### config.mk
export PLATFORM = sky130hd
export DESIGN_NAME = mips_program_loader_flat
export DESIGN_NICKNAME = d
export VERILOG_FILES = /design/src/rtl/mips_program_loader_if.sv /design/src/rtl/mips_program_loader.sv /design/src/flat_wrapper.sv
export SDC_FILE = /design/constraint.sdc
export NUM_CORES = 1
export LEC_CHECK = 0
export ABC_AREA = 0
export CELL_PAD_IN_SITES_DETAIL_PLACEMENT = 1
export CELL_PAD_IN_SITES_GLOBAL_PLACEMENT = 1
export CORE_ASPECT_RATIO = 0.7
export CORE_MARGIN = 1
export CORE_UTILIZATION = 32
export CTS_BUF_LIST = sky130_fd_sc_hd__clkbuf_2 sky130_fd_sc_hd__clkbuf_4 sky130_fd_sc_hd__clkbuf_8
export CTS_CLUSTER_DIAMETER = 30
export DETAILED_ROUTE_END_ITERATION = 10
export GPL_ROUTABILITY_DRIVEN = 0
export PLACE_DENSITY_LB_ADDON = 0.08
export SYNTH_ARGS = -nofsm -noshare
export SYNTH_HDL_FRONTEND = slang
export SYNTH_SLANG_ARGS = --single-unit
### constraint.sdc
create_clock -name clk -period 2.8 [get_ports clk]
set_input_delay 0.28 -clock clk [delete_from_list [all_inputs] [get_ports clk]]
set_output_delay 0.28 -clock clk [all_outputs]
set_load 0.05 [all_outputs]
### src/rtl/mips_program_loader_if.sv
// Instruction-field stream feeding the MIPS program loader.
// The producer drives the decoded fields plus valid/last and the loader answers with ready.
interface mips_program_loader_if;
    logic        valid;
    logic        ready;
    logic [2:0]  op;
    logic [4:0]  rs;
    logic [4:0]  rt;
    logic [4:0]  rd;
    logic [5:0]  funct;
    logic [15:0] imm;
    logic        last;

    modport master (
        output valid, op, rs, rt, rd, funct, imm, last,
        input  ready
    );

    modport slave (
        input  valid, op, rs, rt, rd, funct, imm, last,
        output ready
    );
endinterface

### src/rtl/mips_program_loader.sv
// MIPS program loader: packs decoded instruction fields into 32-bit MIPS words
// and writes them to consecutive instruction-memory addresses, keeping the core
// held off until the whole program is in memory.
module mips_program_loader #(
    parameter int ADDR_W = 8
) (
    input  logic              clk,
    input  logic              rst,
    input  logic              i_start,
    mips_program_loader_if.slave s_in,
    output logic              o_imem_we,
    output logic [ADDR_W-1:0] o_imem_addr,
    output logic [31:0]       o_imem_wdata,
    output logic              o_cpu_hold,
    output logic              o_done,
    output logic              o_err,
    output logic [ADDR_W:0]   o_count
);

    typedef enum logic [2:0] {
        S_IDLE,
        S_LOAD,
        S_WRITE,
        S_DONE,
        S_ERR
    } state_t;

    localparam logic [ADDR_W-1:0] LAST_ADDR = '1;
    localparam logic [ADDR_W-1:0] ADDR_ONE  = ADDR_W'(1);
    localparam logic [ADDR_W:0]   CNT_ONE   = (ADDR_W + 1)'(1);

    state_t            r_state;
    state_t            w_nextState;
    logic [ADDR_W-1:0] r_addr;
    logic [ADDR_W:0]   r_count;
    logic [31:0]       r_wdata;
    logic              r_last;

    logic              w_accept;
    logic              w_legal;
    logic              w_clear;
    logic [31:0]       w_encoded;

    // Fields are taken only while loading; ops 5..7 have no encoding.
    assign w_accept = (r_state == S_LOAD) && s_in.valid;
    assign w_legal  = (s_in.op <= 3'd4);
    assign w_clear  = i_start &&
                      ((r_state == S_IDLE) || (r_state == S_DONE) || (r_state == S_ERR));

    // Pack the incoming fields into the opcode layout the core's decoder expects (shamt always 0).
    always_comb begin
        w_encoded = 32'h0000_0000;
        case (s_in.op)
            3'd0:    w_encoded = {6'b000000, s_in.rs, s_in.rt, s_in.rd, 5'b00000, s_in.funct};
            3'd1:    w_encoded = {6'b100011, s_in.rs, s_in.rt, s_in.imm};
            3'd2:    w_encoded = {6'b101011, s_in.rs, s_in.rt, s_in.imm};
            3'd3:    w_encoded = {6'b000100, s_in.rs, s_in.rt, s_in.imm};
            3'd4:    w_encoded = {6'b001000, s_in.rs, s_in.rt, s_in.imm};
            default: w_encoded = 32'h0000_0000;
        endcase
    end

    // Next-state logic: a write always follows an accepted legal word, and the
    // last slot of memory without a last flag is treated as overflow.
    always_comb begin
        w_nextState = r_state;
        case (r_state)
            S_IDLE:  if (i_start) w_nextState = S_LOAD;
            S_LOAD: begin
                if (w_accept) begin
                    w_nextState = w_legal ? S_WRITE : S_ERR;
                end
            end
            S_WRITE: begin
                if (r_last) begin
                    w_nextState = S_DONE;
                end else if (r_addr == LAST_ADDR) begin
                    w_nextState = S_ERR;
                end else begin
                    w_nextState = S_LOAD;
                end
            end
            S_DONE:  if (i_start) w_nextState = S_LOAD;
            S_ERR:   if (i_start) w_nextState = S_LOAD;
            default: w_nextState = S_IDLE;
        endcase
    end

    // State register.
    always_ff @(posedge clk or posedge rst) begin
        if (rst) begin
            r_state <= S_IDLE;
        end else begin
            r_state <= w_nextState;
        end
    end

    // Address/count bookkeeping and capture of the encoded word for the following write cycle.
    always_ff @(posedge clk or posedge rst) begin
        if (rst) begin
            r_addr  <= '0;
            r_count <= '0;
            r_wdata <= 32'h0000_0000;
            r_last  <= 1'b0;
        end else begin
            if (w_clear) begin
                r_addr  <= '0;
                r_count <= '0;
            end else if (r_state == S_WRITE) begin
                r_addr  <= r_addr + ADDR_ONE;
                r_count <= r_count + CNT_ONE;
            end
            if (w_accept && w_legal) begin
                r_wdata <= w_encoded;
                r_last  <= s_in.last;
            end
        end
    end

    assign s_in.ready   = (r_state == S_LOAD);
    assign o_imem_we    = (r_state == S_WRITE);
    assign o_imem_addr  = r_addr;
    assign o_imem_wdata = r_wdata;
    assign o_cpu_hold   = (r_state != S_DONE);
    assign o_done       = (r_state == S_DONE);
    assign o_err        = (r_state == S_ERR);
    assign o_count      = r_count;

endmodule

### src/flat_wrapper.sv
// flat-port wrapper written by rule: the top's interface ports become plain ports
module mips_program_loader_flat 
#(
    parameter int ADDR_W = 8
)
  (clk, rst, i_start, o_imem_we, o_imem_addr, o_imem_wdata, o_cpu_hold, o_done, o_err, o_count, s_in_valid, s_in_op, s_in_rs, s_in_rt, s_in_rd, s_in_funct, s_in_imm, s_in_last, s_in_ready);
  mips_program_loader_if s_in_i ();
  input  logic clk;
  input  logic rst;
  input  logic i_start;
  output logic o_imem_we;
  output logic [ADDR_W-1:0] o_imem_addr;
  output logic [31:0] o_imem_wdata;
  output logic o_cpu_hold;
  output logic o_done;
  output logic o_err;
  output logic [ADDR_W:0] o_count;
  input wire logic [$bits(s_in_i.valid)-1:0] s_in_valid;
  input wire logic [$bits(s_in_i.op)-1:0] s_in_op;
  input wire logic [$bits(s_in_i.rs)-1:0] s_in_rs;
  input wire logic [$bits(s_in_i.rt)-1:0] s_in_rt;
  input wire logic [$bits(s_in_i.rd)-1:0] s_in_rd;
  input wire logic [$bits(s_in_i.funct)-1:0] s_in_funct;
  input wire logic [$bits(s_in_i.imm)-1:0] s_in_imm;
  input wire logic [$bits(s_in_i.last)-1:0] s_in_last;
  output wire logic [$bits(s_in_i.ready)-1:0] s_in_ready;
  assign s_in_i.valid = s_in_valid;
  assign s_in_i.op = s_in_op;
  assign s_in_i.rs = s_in_rs;
  assign s_in_i.rt = s_in_rt;
  assign s_in_i.rd = s_in_rd;
  assign s_in_i.funct = s_in_funct;
  assign s_in_i.imm = s_in_imm;
  assign s_in_i.last = s_in_last;
  assign s_in_ready = s_in_i.ready;
  mips_program_loader #(.ADDR_W(ADDR_W)) u_core (.clk(clk), .rst(rst), .i_start(i_start), .s_in(s_in_i), .o_imem_we(o_imem_we), .o_imem_addr(o_imem_addr), .o_imem_wdata(o_imem_wdata), .o_cpu_hold(o_cpu_hold), .o_done(o_done), .o_err(o_err), .o_count(o_count));
endmodule
==> results of run 1 <==
-- cells by family (layout without fill, tap and decap cells) --
group / Yosys count / after routing
multiplexers: 13 / 13
flip-flops: 50 / 50
AO/OA/AOI/OAI: 32 / 32
XOR/XNOR: 15 / 15
buffers and inverters: 28 / 121
adder cells (fa/ha/maj): 2 / 2
AND/OR/NAND/NOR: 100 / 100
other: 1 / 1
-- sequential cells by signal (all words and copies together), names as in the netlist --
register             cells
u_core.o_count           9
u_core.o_imem_addr       8
u_core.r_state           3
u_core.o_imem_wdata     29
u_core.r_last            1
-- cells in the mapped netlist, drive strengths merged --
library cell  number
a32oi              1
nor2              30
or3b               1
dfrtp             50
inv               10
mux2i              2
o21a               1
nand2             33
nand2b             1
a22oi              2
a21oi              3
mux2              11
nor3b              1
conb               1
o211ai             1
nand4b             1
o22ai              3
nor3               4
o22a               1
ha                 2
xnor2              4
clkbuf             2
nand4              5
buf               15
and4               2
o21ai              9
nor2b              3
nand3b             1
clkinv             1
xor2              11
nand3              9
and4bb             2
or3                2
and3               5
a31oi             11
-- cells in the final DEF (no fill, tap or decap), drive strengths merged, types with 2 or more instances in the layout --
master / count
nor2b: 3
or3: 2
and4bb: 2
clkinv: 2
mux2: 11
clkbuf: 5
a22oi: 2
bufinv: 2
nand4: 5
nand3: 9
o22ai: 3
a21oi: 3
xor2: 11
nand2: 33
ha: 2
o21ai: 9
dfrtp: 50
clkdlybuf4s50: 97
nor3: 4
mux2i: 2
and3: 5
and4: 2
xnor2: 4
a31oi: 11
buf: 5
nor2: 30
inv: 10
-- power by group through the flow --
stage | clock (W) | sequential (W) | combinational, W
CTS | 0.000639 | 0.00117 | 0.00232
global route | 0.000658 | 0.00121 | 0.00243
detailed placement | 0 | 0.00118 | 0.00231
floorplan | 0 | 0.00195 | 0.000851
global placement | 0 | 0.00118 | 0.00229
finish | 0.000616 | 0.00117 | 0.00229
-- final cells by class --
| class | instances | area [um^2] |
|---|---|---|
| timing repair buffer | 102 | 1020 |
| sequential | 50 | 1250 |
| tap | 98 | 123 |
| clock buffer | 5 | 68.8 |
| inverter | 11 | 42.5 |
| fill | 835 | 3760 |
| clock inverter | 3 | 68.8 |
| multi-input combinational | 163 | 1020 |
-- layer usage --
layer | global-route usage | share of wire
met1 | 0.239 | 0.52
met2 | 0.248 | 0.42
met3 | 0.0402 | 0.050
met4 | 0.0411 | 0.0069
met5 | 0 | 0
-- final timing paths --
kind | start | endpoint | slack, ns | depth (start not counted)
setup / recovery | u_core.r_state[2] | o_imem_we | 0.27 | 3
min in group clk | u_core.o_imem_wdata[23] | u_core.o_imem_wdata[23] | 0.51 | 1
hold / removal | rst | u_core.o_count[6] | 0.34 | 2
hold reg to reg | u_core.o_imem_wdata[23] | u_core.o_imem_wdata[23] | 0.51 | 1
max in group asynchronous | rst | u_core.o_imem_wdata[27] | 1.91 | 3
setup reg to reg | u_core.r_state[1] | u_core.o_imem_wdata[4] | 0.82 | 6
-- metrics by stage --
step           hold WS, ns   util  total power [W]  cell area, um^2
6_report             0.339  0.489          0.00408             3590
5_1_grt              0.379  0.489          0.00430             3590
4_1_cts              0.365  0.489          0.00413             3590
3_5_place_dp         0.495  0.470          0.00349             3460
3_3_place_gp         0.489  0.470          0.00347             3460
2_1_floorplan        0.369      -          0.00280             2460
==> metrics.md, run 1 <==
| Metric | Value |
|---|---|
| Cell taking the most area after synthesis | dfrtp_1 |
| Post-synthesis compound-gate area fraction | 0.0795 |
| Post-CTS setup repair buffer count | 0 |
| Overall fraction of global-route tracks in use | 0.165 |
| Minimum period implied by the final worst setup slack | 2.53 ns |
| Overall overflow remaining after global route | 0 |
| Antenna-violating nets left | 0 |
| Simple logic cell fraction of the synthesized area | 0.201 |
| Die width | 107 um |
| Port Buf Inserts | 97 |
| Sinks on the clock net | 50 |
| Fmax | 395 MHz |
| Count of unique library cells instantiated by Yosys | 44 |
| Fraction of the yosys area taken by sequential cells | 0.509 |
| Die Area | 8040 um^2 |
| Pleak | about 1.5 nW |
| Longest individual stage delay on the worst path | between 0.8 and 0.9 ns |
| Number of placed instances, taps included | about 420 |
| Number of antenna violations at the first check in global routing | 0 |
| Cell area after technology mapping | 2460 um^2 |
| Setup repair after global routing missed its margin | no |
| Arrival time at the worst endpoint | ~2.3 ns |
| Buffer depth of the longest clock path | 2 |
| Result of the run | finished, final reports clean |
| Final Hold Vio Count | 0 |
| CP top delay family | buffers and inverters |
| Power per unit of standard cell area | ~1100 nW/um^2 |
| First-pass GRT wire length | between 10 and 15 mm |
| IO Pins | roughly 100 |
| Post-synthesis mux area share | 0.0693 |
| Starting Density | 0.334 |
| Crit path launch type | register |
| Share of cells above drive strength 1 | 0.0988 |
| Area Overhead vs Synth | 46.4% |
| Worst path required time | 2.52 ns |
| Switching part of the total power | 0.468 |
| Worst slack at placement | between 0.3 and 0.4 ns |
| Top cells by area in the synthesized netlist | dfrtp_1, nand2_1, nor2_1, mux2_4, xor2_1 |
| Part of the power in the clock network | 0.151 |
| Mean number of vias per cell | roughly 4.7 |
| Seq pwr share | 0.287 |
| Total nets after synthesis | 288 |
| Antenna diode instance count | 0 |
| Detailed placement HPWL | about 4.7 mm |
| Maximum number of pins on one net before global-route repair | 28 |
| Final setup TNS | 0 ns |
| # setup viols final | 0 |
| Area share of the largest cell type after synthesis | 0.509 |
| Number of register bits inferred by synthesis | 50 |
| Root buffer selected by CTS | clkbuf_8 |
| Largest family of logic cells by synthesized area | simple AND/OR/NAND/NOR gates |
| Final std cells w/o fill | ~430 |
| Arithmetic-cell share of the synthesized area counting full adders, half adders and majority gates | 0.0102 |
| Tightest Hold Check Type | input pin to async pin |
| Via Count | 2020 |
| Total internal power | 0.00217 W |
| Number of global-route vias before repair | 2003 |
| Core Box Area | 7350 um^2 |
| CP max FO | 11 |
| Parity-gate share of the synthesized area counting xor and xnor cells | 0.0535 |
| Mapped Avg Cell Area | 10.2 um^2 |
| Drt pass-1 iters | 4 |
| Hold_buf cts | 0 |
| Fin crit share | 0.905 |
| Switching power of the nets | 0.00191 W |
| Setup Crit Path Kind | register to output port |
| Worst setup margin | roughly 0.27 ns |
| Std-Cell Rows | 26 |
| Gates resized, CTS repair | 0 |
| Number of nets in the finished design | 380 |
| Peak ir drop on the vdd network | 0.546 mV |
| Slowest-stage cell, CP | clkdlybuf4s50_1 |
| Num CTS Buffers | 5 |
| Cells along the critical path | or3b_4, clkinv_2, clkdlybuf4s50_1 |
| H-Tree Depth | 2 |
| Final slew viol count | 0 |
| Transition time at the pin with the least slew margin | around 0.67 ns |
| Setup clock skew after layout | between 0.01 and 0.015 ns |
| Capturing element type of the critical path | output port |
| Number of buffers and inverters on the critical path | 2 |
| Residual DRC count | 0 |
| Total wire length after detailed routing | 6.36 mm |
| Initial detailed-routing violation count | 58 |
| Clock network latency to the later pin of the worst-skew pair | ~0.30 ns |
| Number of maximum-capacitance constraint violations | 0 |
| Clock edge transition at the registers on the reported setup and hold paths | about 0.1 ns |
| Max transition margin | 0.552 |
| Number of instances in the synthesized netlist | about 240 |
| Count of yosys warnings during synthesis | 0 |
| Die height | 75.3 um |
| Combinational share of power | 0.562 |
| TritonCTS clock tree | yes |
| Average wire length per cell after detail routing | 14.7 um |
(Power assumes the default switching activity.)
==> run 2: changes to the inputs <==
--- a/config.mk
+++ b/config.mk
@@ -5,13 +5,12 @@
 export SDC_FILE = /design/constraint.sdc
 export NUM_CORES = 1
 export LEC_CHECK = 0
-export ABC_AREA = 0
 export CELL_PAD_IN_SITES_DETAIL_PLACEMENT = 1
 export CELL_PAD_IN_SITES_GLOBAL_PLACEMENT = 1
 export CORE_ASPECT_RATIO = 0.7
 export CORE_MARGIN = 1
 export CORE_UTILIZATION = 32
-export CTS_BUF_LIST = sky130_fd_sc_hd__clkbuf_2 sky130_fd_sc_hd__clkbuf_4 sky130_fd_sc_hd__clkbuf_8
+export CTS_BUF_LIST = sky130_fd_sc_hd__clkbuf_4
 export CTS_CLUSTER_DIAMETER = 30
 export DETAILED_ROUTE_END_ITERATION = 10
 export GPL_ROUTABILITY_DRIVEN = 0
==> run 2 against run 1 <==
Compared with the run above: routed wire length shrank 0.66%; clock skew rose by 0.0042 ns; global-route usage did not move; sequential power barely moved; highest routed layer unchanged; clock power down 15%; utilization fell by 0.43 points; register-to-register slack about the same; total power shrank 2.3%; flip-flop and latch count unchanged; first-iteration DRC count decreased by 1.7%.
==> metrics.md, run 2 (synthesis gave the netlist of run 1 again) <==
| Metric | Value |
|---|---|
| Result of the run | finished, final reports clean (unchanged) |
| Layout Cell Area excl Fill | 3560 um^2 (was 3590 um^2) |
| Root buffer selected by CTS | clkbuf_4 (was clkbuf_8) |
| Area Overhead vs Synth | 45.1% (was 46.4%) |
| Number of nets in the finished design | 380 (unchanged) |
| Die height | 75.3 um (unchanged) |
| Gates resized, CTS repair | 0 (unchanged) |
| TritonCTS clock tree | yes (unchanged) |
| Detailed placement HPWL | 4.67 mm (unchanged) |
| Final slew viol count | 0 (unchanged) |
| Drt pass-1 iters | 4 (unchanged) |
| Number of buffers and inverters on the critical path | 2 (unchanged) |
| Longest individual stage delay on the worst path | 0.84 ns (about the same) |
| Antenna-violating nets left | 0 (unchanged) |
| CP top delay family | buffers and inverters (unchanged) |
| Crit path launch type | register (unchanged) |
| Number of maximum-capacitance constraint violations | 0 (unchanged) |
| Fin crit share | 0.933 (was 0.905) |
| Clock edge transition at the registers on the reported setup and hold paths | 0.16 ns (was 0.10 ns) |
| Total wire length after detailed routing | 6.32 mm (was 6.36 mm) |
| Max transition margin | 0.552 (about the same) |
| Average wire length per cell after detail routing | 14.6 um (was 14.7 um) |
| Num CTS Buffers | 5 (unchanged) |
| Number of global-route vias before repair | 2006 (was 2003) |
| Maximum number of pins on one net before global-route repair | 28 (unchanged) |
| Number of cells traversed by the worst register-to-register path | 6 (unchanged) |
| IO Pins | 99 (unchanged) |
| Core Box Area | 7350 um^2 (unchanged) |
| Overall fraction of global-route tracks in use | 0.165 (unchanged) |
| Capturing point of the worst reg2reg path | u_core.o_imem_wdata[4] (unchanged) |
| Hold_buf cts | 0 (unchanged) |
| Initial detailed-routing violation count | 57 (was 58) |
| H-Tree Depth | 2 (unchanged) |
| Die width | 107 um (unchanged) |
| Clock network latency to the later pin of the worst-skew pair | 0.37 ns (was 0.30 ns) |
| Pleak | 1.53 nW (was 1.55 nW) |
| Setup clock skew after layout | 0.0158 ns (was 0.0117 ns) |
| Tightest Hold Check Type | input pin to async pin (unchanged) |
| Worst path required time | 2.52 ns (about the same) |
| Post-route total power | 0.00399 W (was 0.00408 W) |
| Number of filler instances in the final layout | 840 (was 835) |
| Post-Place Cell Area | 3460 um^2 (unchanged) |
| Most common cell after layout, fill and taps aside | clkdlybuf4s50_1 (unchanged) |
| Std-Cell Rows | 26 (unchanged) |
| Final setup TNS | 0 ns (unchanged) |
| Port Buf Inserts | 97 (unchanged) |
| Capturing element type of the critical path | output port (unchanged) |
| Setup repair after global routing missed its margin | no (unchanged) |
| Residual DRC count | 0 (unchanged) |
| Setup Crit Path Kind | register to output port (unchanged) |
| Final std cells w/o fill | 432 (unchanged) |
| Minimum period implied by the final worst setup slack | 2.61 ns (was 2.53 ns) |
| Antenna diode instance count | 0 (unchanged) |
| Overall overflow remaining after global route | 0 (unchanged) |
| Starting Density | 0.334 (unchanged) |
| Number of antenna violations at the first check in global routing | 0 (unchanged) |
| Commonest cells after routing, fill and taps aside | clkdlybuf4s50_1, dfrtp_1, nand2_1, nor2_1 (unchanged) |
| Arrival time at the worst endpoint | 2.33 ns (was 2.25 ns) |
| Peak ir drop on the vdd network | 0.544 mV (was 0.546 mV) |
| First-pass GRT wire length | 10.2 mm (unchanged) |
| Mean number of vias per cell | 4.69 (was 4.68) |
| Largest register FFs | 29 (unchanged) |
| Slowest-stage cell, CP | clkdlybuf4s50_1 (unchanged) |
| Post-CTS setup repair buffer count | 0 (unchanged) |
| Die Area | 8040 um^2 (unchanged) |
| Number of placed instances, taps included | 424 (unchanged) |
| Sinks on the clock net | 50 (unchanged) |
| Share of cells above drive strength 1 | 0.0988 (unchanged) |
| Final Hold Vio Count | 0 (unchanged) |
| Cells along the critical path | or3b_4, clkinv_2, clkdlybuf4s50_1 (unchanged) |
| R2R Path Start | u_core.r_state[1] (unchanged) |
| Launching element of the worst setup path | u_core.r_state[2] (unchanged) |
| Buffer depth of the longest clock path | 2 (unchanged) |
| # setup viols final | 0 (unchanged) |
| Flop2flop setup slack | 0.81 ns (was 0.82 ns) |
| Power per unit of standard cell area | 1120 nW/um^2 (was 1140 nW/um^2) |
| Transition time at the pin with the least slew margin | 0.672 ns (about the same) |
| Fmax | 383 MHz (was 395 MHz) |
| CP max FO | 11 (unchanged) |
| Via Count | 2024 (was 2020) |
run 2: power by group:
group	internal, W	switching, W	total (W)	leakage, nW
sequential	0.000978	0.000189	0.00117	0.624
combinational	0.000833	0.00146	0.00229	0.855
clock	0.000280	0.000244	0.000524	0.0554
run 2: worst register-to-register path, cell delays in order, from the launching register on:
cell,delay [ns]
dfrtp_1,0.42
buf_4,0.17
nor3b_2,0.26
and3_2,0.54
buf_4,0.30
nor2_1,0.07
a31oi_1,0.16
run 2: how the worst max path moves through the flow:
stage / slack [ns] / endpoint / cells past startpoint
floorplan: 0.65 / u_core.o_imem_wdata[16] / 6
global placement: 0.51 / u_core.o_imem_wdata[5] / 6
detailed placement: 0.37 / u_core.o_imem_wdata[4] / 6
CTS: 0.15 / o_imem_we / 3
global route: 0.09 / o_imem_we / 3
finish: 0.19 / o_imem_we / 3
run 2: stage by stage:
step	setup WS, ns	hold slack, ns	utilization
floorplan	0.652	0.369	-
detailed placement	0.367	0.495	0.470
CTS	0.153	0.271	0.485
finish	0.187	0.260	0.485
global route	0.0857	0.277	0.485
global placement	0.514	0.489	0.470
run 2: final cells by class:
cell class                 count  area (um^2)  area share
clock inverter                 3         68.8      0.0193
multi-input combinational    163         1020       0.286
timing repair buffer         102         1020       0.287
inverter                      11         42.5      0.0119
clock buffer                   5         37.5      0.0105
tap                           98          123      0.0344
sequential                    50         1250       0.351
run 2: metal layers:
layer / share of wire / track usage
met5: 0 / 0
met4: 0.0098 / 0.0411
met3: 0.049 / 0.0402
met2: 0.42 / 0.248
met1: 0.52 / 0.239
